### src/rtl/sram_fifo_ctrl_pkg.sv
// Shared SRAM command encodings for GF180 single-port macro clients.
// Any block driving CEN/GWEN/WEN can reuse these instead of hand-coding polarities.
package sram_fifo_ctrl_pkg;

  typedef enum logic [1:0] {
    SRAM_IDLE  = 2'd0,
    SRAM_READ  = 2'd1,
    SRAM_WRITE = 2'd2
  } sram_cmd_e;

  // All macro controls are active low; wen_bit is replicated across the byte.
  typedef struct packed {
    logic cen;
    logic gwen;
    logic wen_bit;
  } sram_ctl_t;

  localparam sram_ctl_t SRAM_CTL_IDLE  = '{cen: 1'b1, gwen: 1'b1, wen_bit: 1'b1};
  localparam sram_ctl_t SRAM_CTL_READ  = '{cen: 1'b0, gwen: 1'b1, wen_bit: 1'b1};
  localparam sram_ctl_t SRAM_CTL_WRITE = '{cen: 1'b0, gwen: 1'b0, wen_bit: 1'b0};

  localparam int OBUF_DEPTH = 2;

  function automatic sram_ctl_t sram_ctl(input sram_cmd_e cmd);
    case (cmd)
      SRAM_WRITE: return SRAM_CTL_WRITE;
      SRAM_READ:  return SRAM_CTL_READ;
      default:    return SRAM_CTL_IDLE;
    endcase
  endfunction

endpackage

### src/rtl/sram_fifo_obuf.sv
// Two-entry output buffer absorbing the SRAM read latency.
// Head is registered and drives out_data directly; capture and pop may coincide.
module sram_fifo_obuf #(
  parameter int DW = 8
) (
  input  logic          clk,
  input  logic          rst_n,
  input  logic          flush,
  input  logic          capture,
  input  logic [DW-1:0] cap_data,
  input  logic          pop,
  output logic [DW-1:0] head,
  output logic [1:0]    count
);

  logic [DW-1:0] r_head;
  logic [DW-1:0] r_tail;
  logic [1:0]    r_count;
  logic          w_pop;

  assign w_pop = pop && (r_count != 2'd0);
  assign head  = r_head;
  assign count = r_count;

  always_ff @(posedge clk or negedge rst_n) begin
    if (!rst_n) begin
      r_head  <= '0;
      r_tail  <= '0;
      r_count <= 2'd0;
    end else if (flush) begin
      r_head  <= '0;
      r_tail  <= '0;
      r_count <= 2'd0;
    end else begin
      case ({capture, w_pop})
        2'b10: begin
          if (r_count == 2'd0) r_head <= cap_data;
          else                 r_tail <= cap_data;
          r_count <= r_count + 2'd1;
        end
        2'b01: begin
          r_head  <= r_tail;
          r_count <= r_count - 2'd1;
        end
        2'b11: begin
          // Simultaneous pop and capture: the buffer shifts and refills, count holds.
          if (r_count == 2'd1) begin
            r_head <= cap_data;
          end else begin
            r_head <= r_tail;
            r_tail <= cap_data;
          end
        end
        default: ;
      endcase
    end
  end

endmodule

### src/rtl/sram_fifo_ctrl.sv
// Byte FIFO controller over one single-port 512x8 SRAM macro.
// Arbitrates one write or one read command per cycle and prefetches into a 2-entry buffer.
module sram_fifo_ctrl
  import sram_fifo_ctrl_pkg::*;
#(
  parameter int AW = 9,
  parameter int DW = 8
) (
  input  logic          clk,
  input  logic          rst_n,
  input  logic          flush,
  input  logic          in_valid,
  output logic          in_ready,
  input  logic [DW-1:0] in_data,
  output logic          out_valid,
  input  logic          out_ready,
  output logic [DW-1:0] out_data,
  output logic [AW+1:0] level,
  output logic          sram_cen,
  output logic          sram_gwen,
  output logic [DW-1:0] sram_wen,
  output logic [AW-1:0] sram_a,
  output logic [DW-1:0] sram_d,
  input  logic [DW-1:0] sram_q
);

  logic [AW-1:0] r_wr_ptr;
  logic [AW-1:0] r_rd_ptr;
  logic [AW:0]   r_mem_count;
  logic          r_rd_inflight;
  logic          r_prio_rd;
  logic          r_run;
  logic [AW+1:0] r_level;

  logic [1:0]    w_ob_count;
  logic [2:0]    w_pending;
  logic          w_read_want;
  logic          w_space;
  logic          w_wr;
  logic          w_rd;
  logic          w_contend;
  logic          w_pop;
  logic          w_capture;
  logic [AW:0]   w_mem_count_next;
  logic [AW+1:0] w_level_next;
  sram_cmd_e     w_cmd;
  sram_ctl_t     w_ctl;

  assign w_pending   = {1'b0, w_ob_count} + {2'b00, r_rd_inflight};
  assign w_read_want = r_run && (r_mem_count != '0) && (w_pending < 3'd2);
  // mem_count never exceeds 2**AW, so its top bit alone marks "full".
  assign w_space     = r_run && !r_mem_count[AW];

  assign in_ready  = w_space && !(w_read_want && r_prio_rd) && !flush;
  assign w_wr      = in_valid && in_ready;
  assign w_rd      = w_read_want && !w_wr && !flush;
  assign w_contend = w_read_want && in_valid && w_space && !flush;

  assign out_valid = (w_ob_count != 2'd0);
  assign w_pop     = out_valid && out_ready;
  assign w_capture = r_rd_inflight;

  always_comb begin
    w_cmd = SRAM_IDLE;
    if (w_wr)      w_cmd = SRAM_WRITE;
    else if (w_rd) w_cmd = SRAM_READ;
  end

  assign w_ctl     = sram_ctl(w_cmd);
  assign sram_cen  = w_ctl.cen;
  assign sram_gwen = w_ctl.gwen;
  assign sram_wen  = {DW{w_ctl.wen_bit}};
  assign sram_a    = w_wr ? r_wr_ptr : r_rd_ptr;
  assign sram_d    = w_wr ? in_data : '0;

  always_comb begin
    w_mem_count_next = r_mem_count;
    if (w_wr)      w_mem_count_next = r_mem_count + (AW+1)'(1);
    else if (w_rd) w_mem_count_next = r_mem_count - (AW+1)'(1);
  end

  // Level tracks every stage a byte can occupy, so it is exact even mid-read.
  assign w_level_next = (AW+2)'(w_mem_count_next) + (AW+2)'(w_rd)
                      + (AW+2)'(w_ob_count) + (AW+2)'(w_capture)
                      - (AW+2)'(w_pop);

  always_ff @(posedge clk or negedge rst_n) begin
    if (!rst_n) begin
      r_run         <= 1'b0;
      r_wr_ptr      <= '0;
      r_rd_ptr      <= '0;
      r_mem_count   <= '0;
      r_rd_inflight <= 1'b0;
      r_prio_rd     <= 1'b0;
      r_level       <= '0;
    end else begin
      r_run <= 1'b1;
      if (flush) begin
        r_wr_ptr      <= '0;
        r_rd_ptr      <= '0;
        r_mem_count   <= '0;
        r_rd_inflight <= 1'b0;
        r_prio_rd     <= 1'b0;
        r_level       <= '0;
      end else begin
        if (w_wr) r_wr_ptr <= r_wr_ptr + AW'(1);
        if (w_rd) r_rd_ptr <= r_rd_ptr + AW'(1);
        if (w_contend) r_prio_rd <= !r_prio_rd;
        r_mem_count   <= w_mem_count_next;
        r_rd_inflight <= w_rd;
        r_level       <= w_level_next;
      end
    end
  end

  assign level = r_level;

  sram_fifo_obuf #(
    .DW (DW)
  ) u_obuf (
    .clk      (clk),
    .rst_n    (rst_n),
    .flush    (flush),
    .capture  (w_capture),
    .cap_data (sram_q),
    .pop      (w_pop),
    .head     (out_data),
    .count    (w_ob_count)
  );

endmodule

### config.mk
export PLATFORM = sky130hd
export DESIGN_NAME = sram_fifo_ctrl
export DESIGN_NICKNAME = d
export VERILOG_FILES = /design/src/rtl/sram_fifo_ctrl_pkg.sv /design/src/rtl/sram_fifo_obuf.sv /design/src/rtl/sram_fifo_ctrl.sv
export SDC_FILE = /design/constraint.sdc
export NUM_CORES = 1
export LEC_CHECK = 0
export BUFFER_PORTS_ARGS = -buffer_cell sky130_fd_sc_hd__buf_2
export CAP_MARGIN = 20
export CORE_MARGIN = 2
export CORE_UTILIZATION = 35
export DETAILED_ROUTE_END_ITERATION = 10
export PLACE_DENSITY = 0.6
export SLEW_MARGIN = 20
export SYNTH_ARGS = -nofsm -noshare
export SYNTH_HDL_FRONTEND = slang
export SYNTH_SLANG_ARGS = --single-unit
### constraint.sdc
create_clock -name clk -period 5.45 [get_ports clk]
set_input_delay 0.8175 -clock clk [delete_from_list [all_inputs] [get_ports clk]]
set_output_delay 0.8175 -clock clk [all_outputs]
set_load 0.05 [all_outputs]
==> impl_metrics.prom, run 1 <==
# TYPE chip_impl_metric gauge
chip_impl_info{name="worst_r2r_endpoint",value="level[10]"} 1
chip_impl_info{name="critical_path.endpoint",value="level[10]"} 1
chip_impl_metric{name="route.met3.wl",unit="um"} 381
chip_impl_metric{name="multi_input_comb_area",unit="sq um"} 2447
chip_impl_metric{name="drt_pass1_iterations",unit=""} 7
chip_impl_metric{name="grt_start_max_net_pins",unit=""} 61
chip_impl_metric{name="post_layout_nonfiller_instances",unit=""} 657
chip_impl_info{name="synthMostInstantiatedCell",value="sky130_fd_sc_hd__dfrtp_1"} 1
chip_impl_metric{name="post_dp_cell_area",unit="sq um"} 4588
chip_impl_metric{name="routedWlPerCell",unit="um"} 14.90
chip_impl_metric{name="place_worst_setup_slack",unit="ns"} 0.7398
chip_impl_metric{name="max_cap_violations",unit=""} 0
chip_impl_metric{name="final_util",unit="%"} 42.45
chip_impl_metric{name="r2r_slack",unit="ns"} 0.89
chip_impl_metric{name="post_cts_hold_buffer_count",unit=""} 0
chip_impl_metric{name="min_period_over_period",unit="%"} 83.67
chip_impl_metric{name="finalNetCount",unit=""} 559
chip_impl_metric{name="worst-endpoint-required",unit="ns"} 5.67
chip_impl_metric{name="routed-wl-met2",unit="um"} 4659
chip_impl_metric{name="synthesis.yosys.warnings",unit=""} 0
chip_impl_metric{name="coreArea",unit="sq um"} 11520
chip_impl_metric{name="num-fill-cells",unit=""} 1127
chip_impl_metric{name="final.setup.worst_slack",unit="ns"} 0.8900
chip_impl_info{name="postSynth.topFlopCell",value="sky130_fd_sc_hd__dfrtp_1"} 1
chip_impl_metric{name="synth_seq_area_share",unit="%"} 35.93
chip_impl_metric{name="syn_area",unit="sq um"} 4179
chip_impl_metric{name="gp_congestion",unit=""} 0.9011
chip_impl_metric{name="maximum_net_fanout_on_the_critical_path",unit=""} 8
chip_impl_metric{name="fin_area",unit="sq um"} 4888
chip_impl_metric{name="synth-edff-count",unit=""} 0
chip_impl_metric{name="max_freq",unit="MHz"} 219.3
chip_impl_info{name="cell_type_with_the_largest_total_area_after_synthesis",value="sky130_fd_sc_hd__dfrtp_1"} 1
chip_impl_metric{name="h-tree-depth",unit=""} 3
chip_impl_metric{name="die_area",unit="sq um"} 12830
chip_impl_metric{name="period_needed",unit="ns"} 4.560
chip_impl_metric{name="postCtsSetupRepairBufs",unit=""} 0
chip_impl_metric{name="yosysTopAreaCellShare",unit="%"} 35.93
chip_impl_info{name="ys_top_cells_by_area",value="sky130_fd_sc_hd__dfrtp_1 (36%), sky130_fd_sc_hd__ha_1 (8.1%), sky130_fd_sc_hd__mux2i_1 (5.3%)"} 1
chip_impl_info{name="rr_startpoint",value="r_mem_count[0]"} 1
chip_impl_metric{name="syn-mean-instance-area",unit="sq um"} 9.205
chip_impl_metric{name="die_width",unit="um"} 113.3
chip_impl_metric{name="tns",unit="ns"} 0
chip_impl_metric{name="first_iter_violations",unit=""} 202
chip_impl_metric{name="cts_resized",unit=""} 0
chip_impl_metric{name="post-dp-hpwl",unit="um"} 7065
chip_impl_metric{name="area_growth_syn_to_layout",unit="%"} 16.98
chip_impl_metric{name="crit_arrival",unit="ns"} 4.78
chip_impl_metric{name="yosys_register_bits",unit=""} 60
chip_impl_info{name="worstSetupEndpointType",value="register"} 1
chip_impl_metric{name="met1Wirelength",unit="um"} 4480
chip_impl_metric{name="routed-via-count",unit=""} 3412
chip_impl_info{name="critical_path.startpoint_type",value="register"} 1
chip_impl_metric{name="synthDistinctLibCells",unit=""} 64
chip_impl_metric{name="portBuffers",unit=""} 68
chip_impl_info{name="result_of_the_run",value="finished with violations"} 1
chip_impl_metric{name="regArea",unit="sq um"} 1501
chip_impl_metric{name="power.leakage",unit="nW"} 2.305
chip_impl_metric{name="timing.final.max_slew_violations",unit=""} 0
chip_impl_metric{name="cts-root-to-sink-buffers",unit=""} 2
chip_impl_metric{name="synthCells",unit=""} 454
chip_impl_metric{name="final-hold-violation-count",unit=""} 0
chip_impl_metric{name="layout_cells_sized_above_1",unit="%"} 22.37
chip_impl_metric{name="placed_cells",unit=""} 641
chip_impl_metric{name="syn-num-nets",unit=""} 504
chip_impl_metric{name="power.total",unit="mW"} 3.332
chip_impl_metric{name="route.detailed.vias_per_inst",unit=""} 5.193
chip_impl_metric{name="first_global_vias",unit=""} 3336
chip_impl_metric{name="route.detailed.drc",unit=""} 5
chip_impl_info{name="timing.setup.critical_path_class",value="reg2reg"} 1
chip_impl_metric{name="ir_drop",unit="mV"} 0.2918
chip_impl_metric{name="rows",unit=""} 39
chip_impl_metric{name="timing.hold.ws",unit="ns"} 0.4801
chip_impl_metric{name="worst-r2r-cell-count",unit=""} 16
chip_impl_metric{name="ant_nets",unit=""} 0
chip_impl_metric{name="grt_overflow",unit=""} 0
chip_impl_info{name="critical_path.startpoint",value="r_mem_count[0]"} 1
chip_impl_metric{name="finalSetupViolations",unit=""} 0
chip_impl_info{name="rsz0062_at_grt",value="false"} 1
chip_impl_metric{name="wl",unit="um"} 9792
chip_impl_metric{name="cts.sinks",unit=""} 60
chip_impl_metric{name="cellPowerDensity",unit="nW/um^2"} 681.6
chip_impl_info{name="worstHoldPathType",value="reg2reg"} 1
chip_impl_metric{name="grt_antenna_before_repair",unit=""} 0
chip_impl_metric{name="clk_pin_slew_worst_paths",unit="ns"} 0.06
chip_impl_metric{name="grt_util_all_layers",unit="%"} 15.93
chip_impl_metric{name="initial_utilization",unit="%"} 36.29
chip_impl_info{name="cts-root-buf",value="sky130_fd_sc_hd__clkbuf_16"} 1
chip_impl_info{name="synth.cells.most_frequent",value="sky130_fd_sc_hd__dfrtp_1 (60), sky130_fd_sc_hd__nand2_1 (52), sky130_fd_sc_hd__nor2_1 (46)"} 1
chip_impl_metric{name="die_y",unit="um"} 113.3
chip_impl_metric{name="worst-slew-pin-transition",unit="ns"} 0.9547
chip_impl_info{name="tritoncts_clock_tree",value="built"} 1
chip_impl_metric{name="cts_made_buffers",unit=""} 9
chip_impl_info{name="violated_checks",value="DRC"} 1
chip_impl_metric{name="io_pins",unit=""} 69
chip_impl_metric{name="fin_skew",unit="ns"} 0.007148
chip_impl_metric{name="synth-async-reset-ratio",unit="%"} 100.0
chip_impl_metric{name="worst_skew_pair.late_latency",unit="ns"} 0.34
chip_impl_info{name="dr.max_layer_used",value="met4"} 1
chip_impl_metric{name="first_pass_grt_wire_length",unit="um"} 16330
chip_impl_metric{name="n_antenna_cell",unit=""} 0
chip_impl_metric{name="max_slew_margin",unit="%"} 35.86
## state kept, by name, summed over array words and instances (netlist names)
register,cells
level,11
r_mem_count,10
r_rd_ptr,9
r_wr_ptr,9
u_obuf.head,8
u_obuf.r_tail,8
u_obuf.count,2
r_prio_rd,1
r_rd_inflight,1
r_run,1
## metal layers
layer,track usage [%],vias up
met1,20.34,1621
li1,-,1685
met4,8.537,0
met3,2.625,23
met5,0,-
met2,25.83,83
## cells by family (layout without fill, tap and decap cells)
| family | count (synthesis) | in the layout | synth area share, % |
|---|---|---|---|
| simple gates | 180 | 180 | 21.95 |
| compound gates | 67 | 67 | 12.04 |
| flops | 60 | 60 | 35.93 |
| buf+inv | 49 | 109 | 5.509 |
| xor+xnor | 37 | 37 | 7.754 |
| mux | 31 | 31 | 7.695 |
| fa+ha+maj | 29 | 29 | 9.042 |
| other cells | 1 | 1 | 0.08973 |
## critical path, cell delays in order, from the launching register on
cell and delay, ns:
sky130_fd_sc_hd__dfrtp_1 0.43, sky130_fd_sc_hd__inv_1 0.12, sky130_fd_sc_hd__ha_1 0.20, sky130_fd_sc_hd__nor3b_2 0.37
sky130_fd_sc_hd__and3_1 0.45, sky130_fd_sc_hd__nor3_2 0.14, sky130_fd_sc_hd__mux2_2 0.29, sky130_fd_sc_hd__a31o_2 0.22
sky130_fd_sc_hd__ha_1 0.27, sky130_fd_sc_hd__inv_1 0.04, sky130_fd_sc_hd__ha_1 0.33, sky130_fd_sc_hd__fa_1 0.46
sky130_fd_sc_hd__a21oi_1 0.20, sky130_fd_sc_hd__o2111ai_1 0.25, sky130_fd_sc_hd__a221oi_1 0.40, sky130_fd_sc_hd__xor2_1 0.20
sky130_fd_sc_hd__nor2_1 0.06
## how the worst min path moves through the flow
| stage | start | to | slack, ns | cells past startpoint |
|---|---|---|---|---|
| after detailed placement | u_obuf.head[0] | u_obuf.head[0] | 0.47 | 2 |
| after global routing | u_obuf.head[2] | u_obuf.head[2] | 0.51 | 2 |
| final | u_obuf.head[3] | u_obuf.head[3] | 0.48 | 2 |
| after CTS | u_obuf.head[0] | u_obuf.head[0] | 0.48 | 2 |
| after global placement | u_obuf.head[4] | u_obuf.head[4] | 0.46 | 2 |
| after floorplan | u_obuf.r_tail[0] | u_obuf.r_tail[0] | 0.49 | 2 |
## power breakdown
part	total [mW]	internal, mW	switching, mW
logic	2.10	0.805	1.29
registers	0.662	0.555	0.107
clock network	0.574	0.355	0.219
## cells in the final DEF, fill, tap and decap left out, types with 3 or more instances in the layout
cell / Yosys / layout
sky130_fd_sc_hd__mux2i_1: 22 / 22
sky130_fd_sc_hd__buf_4: 10 / 7
sky130_fd_sc_hd__a21oi_1: 10 / 10
sky130_fd_sc_hd__or4_1: 4 / 4
sky130_fd_sc_hd__and3_1: 6 / 6
sky130_fd_sc_hd__nor2b_1: 12 / 12
sky130_fd_sc_hd__nor4_1: 4 / 4
sky130_fd_sc_hd__dfrtp_1: 60 / 60
sky130_fd_sc_hd__a211oi_1: 4 / 4
sky130_fd_sc_hd__nor2_1: 46 / 46
sky130_fd_sc_hd__o31ai_1: 4 / 4
sky130_fd_sc_hd__nand4_1: 7 / 7
sky130_fd_sc_hd__and2_1: 14 / 14
sky130_fd_sc_hd__nor3_1: 11 / 11
sky130_fd_sc_hd__xnor2_1: 25 / 25
sky130_fd_sc_hd__inv_1: 18 / 18
sky130_fd_sc_hd__a311oi_1: 4 / 4
sky130_fd_sc_hd__ha_1: 27 / 27
sky130_fd_sc_hd__xor2_1: 12 / 12
sky130_fd_sc_hd__clkbuf_16: 0 / 9
sky130_fd_sc_hd__buf_2: 7 / 68
sky130_fd_sc_hd__o21ai_0: 18 / 18
sky130_fd_sc_hd__clkinvlp_4: 0 / 3
sky130_fd_sc_hd__nand3_1: 8 / 8
sky130_fd_sc_hd__mux2_2: 8 / 8
sky130_fd_sc_hd__nand2_1: 52 / 52
## area by class of cell
cell class,count,share of cell area [%]
Inverter,18,1.382
Clock inverter,7,1.536
Clock buffer,9,4.607
Tap cell,143,3.660
Multi-Input combinational cell,345,50.06
Timing Repair Buffer,75,8.037
Sequential cell,60,30.71
Note: power is estimated with default switching activity, not from simulation.
==> run 2, diff against run 1 <==
clock period = 4.4 ns   (was 5.45 ns; I/O delays follow)
==> impl_metrics.prom, run 2 (same netlist as run 1, synthesis figures left out) <==
# TYPE chip_impl_metric gauge
chip_impl_info{name="result_of_the_run",value="finished with violations"} 1
chip_impl_info{name="violated_checks",value="DRC"} 1
chip_impl_metric{name="worst-slew-pin-transition",unit="ns"} 0.9283
chip_impl_metric{name="net-switching-power",unit="mW"} 2.069
chip_impl_metric{name="drt_pass1_iterations",unit=""} 7
chip_impl_metric{name="die_area",unit="sq um"} 12830
chip_impl_info{name="tritoncts_clock_tree",value="built"} 1
chip_impl_info{name="rsz0062_at_grt",value="false"} 1
chip_impl_metric{name="die_y",unit="um"} 113.3
chip_impl_metric{name="grt_antenna_before_repair",unit=""} 0
chip_impl_metric{name="finalSetupViolations",unit=""} 0
chip_impl_metric{name="comb_power_share",unit="%"} 65.2
chip_impl_metric{name="grt_overflow",unit=""} 0
chip_impl_metric{name="cellPowerDensity",unit="nW/um^2"} 860.1
chip_impl_metric{name="route.detailed.vias_per_inst",unit=""} 5.190
chip_impl_metric{name="seqPwrFrac",unit="%"} 18.2
chip_impl_metric{name="routedWlPerCell",unit="um"} 15.06
chip_impl_metric{name="power.total",unit="mW"} 4.322
chip_impl_metric{name="placed_cells",unit=""} 652
chip_impl_metric{name="post_layout_nonfiller_instances",unit=""} 669
chip_impl_metric{name="h-tree-depth",unit=""} 3
chip_impl_metric{name="maximum_net_fanout_on_the_critical_path",unit=""} 6
chip_impl_metric{name="first_iter_violations",unit=""} 222
chip_impl_info{name="cts-root-buf",value="sky130_fd_sc_hd__clkbuf_16"} 1
chip_impl_metric{name="clk_pin_slew_worst_paths",unit="ns"} 0.06
chip_impl_metric{name="coreArea",unit="sq um"} 11520
chip_impl_metric{name="largest_register_ff_count",unit=""} 11
chip_impl_metric{name="ant_nets",unit=""} 0
chip_impl_metric{name="max_slew_margin",unit="%"} 37.64
chip_impl_metric{name="final_util",unit="%"} 43.63
chip_impl_metric{name="period_needed",unit="ns"} 4.122
chip_impl_metric{name="n_antenna_cell",unit=""} 0
chip_impl_metric{name="layout_cells_sized_above_1",unit="%"} 25.48
chip_impl_info{name="worstSetupEndpointType",value="register"} 1
chip_impl_info{name="final_cell_mix",value="sky130_fd_sc_hd__buf_2 (68), sky130_fd_sc_hd__dfrtp_1 (59), sky130_fd_sc_hd__nand2_1 (52)"} 1
chip_impl_metric{name="wl",unit="um"} 10080
chip_impl_metric{name="power.leakage",unit="nW"} 2.376
chip_impl_metric{name="timing.final.max_slew_violations",unit=""} 0
chip_impl_metric{name="grt_start_max_net_pins",unit=""} 48
chip_impl_metric{name="first_global_vias",unit=""} 3506
chip_impl_metric{name="grt_util_all_layers",unit="%"} 16.68
chip_impl_metric{name="io_pins",unit=""} 69
chip_impl_metric{name="ir_drop",unit="mV"} 0.3962
chip_impl_metric{name="cts-root-to-sink-buffers",unit=""} 2
chip_impl_metric{name="die_width",unit="um"} 113.3
chip_impl_metric{name="max_freq",unit="MHz"} 242.6
chip_impl_metric{name="fin_skew",unit="ns"} 0.006786
chip_impl_info{name="critical_path.startpoint_type",value="register"} 1
chip_impl_metric{name="gp_congestion",unit=""} 0.8929
chip_impl_metric{name="finalNetCount",unit=""} 571
chip_impl_metric{name="post-dp-hpwl",unit="um"} 7327
chip_impl_metric{name="switching_share",unit="%"} 47.87
chip_impl_metric{name="internal_power_consumption",unit="mW"} 2.253
chip_impl_metric{name="max_cap_violations",unit=""} 0
chip_impl_metric{name="area_growth_syn_to_layout",unit="%"} 20.24
chip_impl_info{name="worstHoldPathType",value="in2async"} 1
chip_impl_info{name="layout_commonest_cell",value="sky130_fd_sc_hd__buf_2"} 1
chip_impl_metric{name="final-hold-violation-count",unit=""} 0
chip_impl_metric{name="routed-via-count",unit=""} 3472
chip_impl_metric{name="route.detailed.drc",unit=""} 4
chip_impl_metric{name="rows",unit=""} 39
chip_impl_metric{name="portBuffers",unit=""} 68
chip_impl_metric{name="worst-endpoint-required",unit="ns"} 4.62
chip_impl_metric{name="worst_skew_pair.late_latency",unit="ns"} 0.34
chip_impl_metric{name="initial_utilization",unit="%"} 36.29
chip_impl_metric{name="crit_arrival",unit="ns"} 4.35
chip_impl_metric{name="final.setup.worst_slack",unit="ns"} 0.2777
chip_impl_metric{name="cts.sinks",unit=""} 60
chip_impl_metric{name="tns",unit="ns"} 0
chip_impl_info{name="timing.setup.critical_path_class",value="reg2reg"} 1
chip_impl_metric{name="post_cts_hold_buffer_count",unit=""} 0
chip_impl_metric{name="min_period_over_period",unit="%"} 93.69
chip_impl_metric{name="cts_made_buffers",unit=""} 9
chip_impl_metric{name="power_frac_clock",unit="%"} 16.6
chip_impl_metric{name="first_pass_grt_wire_length",unit="um"} 17080
chip_impl_metric{name="place_worst_setup_slack",unit="ns"} 0.07828
## run 2: worst max-delay path, stage by stage, from the launching register on
cell and delay, ns:
sky130_fd_sc_hd__dfrtp_2 0.45, sky130_fd_sc_hd__inv_1 0.10, sky130_fd_sc_hd__ha_1 0.21, sky130_fd_sc_hd__nor3b_4 0.32, sky130_fd_sc_hd__and3_4 0.28, sky130_fd_sc_hd__nor3_4 0.07, sky130_fd_sc_hd__mux2_2 0.28, sky130_fd_sc_hd__a31o_2 0.22
sky130_fd_sc_hd__ha_1 0.27, sky130_fd_sc_hd__inv_1 0.04, sky130_fd_sc_hd__ha_1 0.32, sky130_fd_sc_hd__fa_1 0.49, sky130_fd_sc_hd__a21oi_2 0.20, sky130_fd_sc_hd__o2111ai_2 0.21, sky130_fd_sc_hd__o31ai_2 0.29, sky130_fd_sc_hd__xor2_1 0.21
sky130_fd_sc_hd__nor2_1 0.06
## run 2: routing by layer
layer / routed length, um / share of wire, % / up-vias / GRT usage [%]
li1: - / - / 1708 / -
met1: 4616 / 46 / 1658 / 22.47
met2: 4664 / 46 / 85 / 25.99
met3: 546 / 5.4 / 21 / 2.946
met4: 251 / 2.5 / 0 / 7.967
met5: 0 / 0 / - / 0
## run 2: final cells by class
cell class                 count  area (sq um)
clock buffer                   9         225.2
clock inverter                 7         76.32
fill                        1126          6491
inverter                      18         67.56
multi-input combinational    345          2491
sequential                    60          1503
tap                          143         178.9
timing repair buffer          87         483.0
## run 2: power by group through the flow
stage	clock network [mW]	logic [mW]	registers (mW)
finish	0.719	2.82	0.786
global route	0.759	3.15	0.803
CTS	0.738	2.69	0.783
detailed placement	0	2.66	0.792
global placement	0	2.63	0.788
floorplan	0	1.93	0.984
## run 2: final timing paths
| check | start | end | slack, ns | depth (start not counted) |
|---|---|---|---|---|
| min | rst_n | level[7] | 0.22 | 1 |
| max in group asynchronous | rst_n | r_mem_count[0] | 3.23 | 2 |
| max | r_mem_count[0] | level[8] | 0.28 | 16 |
| min in group clk | u_obuf.head[7] | u_obuf.head[7] | 0.47 | 2 |
| max reg2reg | r_mem_count[0] | level[8] | 0.28 | 16 |
| min reg2reg | u_obuf.head[7] | u_obuf.head[7] | 0.47 | 2 |
## run 2: stage by stage
step                      hold WS (ns)  instance area, sq um
after floorplan                 0.3644                  4184
after global placement          0.4567                  4676
after detailed placement        0.4656                  4676
after CTS                       0.2262                  4977
after global routing            0.2428                  5025
final                           0.2163                  5025
## run 2: repair_timing
item	in CTS	in global routing
gates resized for setup	0	9
endpoints found under the setup margin	0	5
buffers inserted	0	1
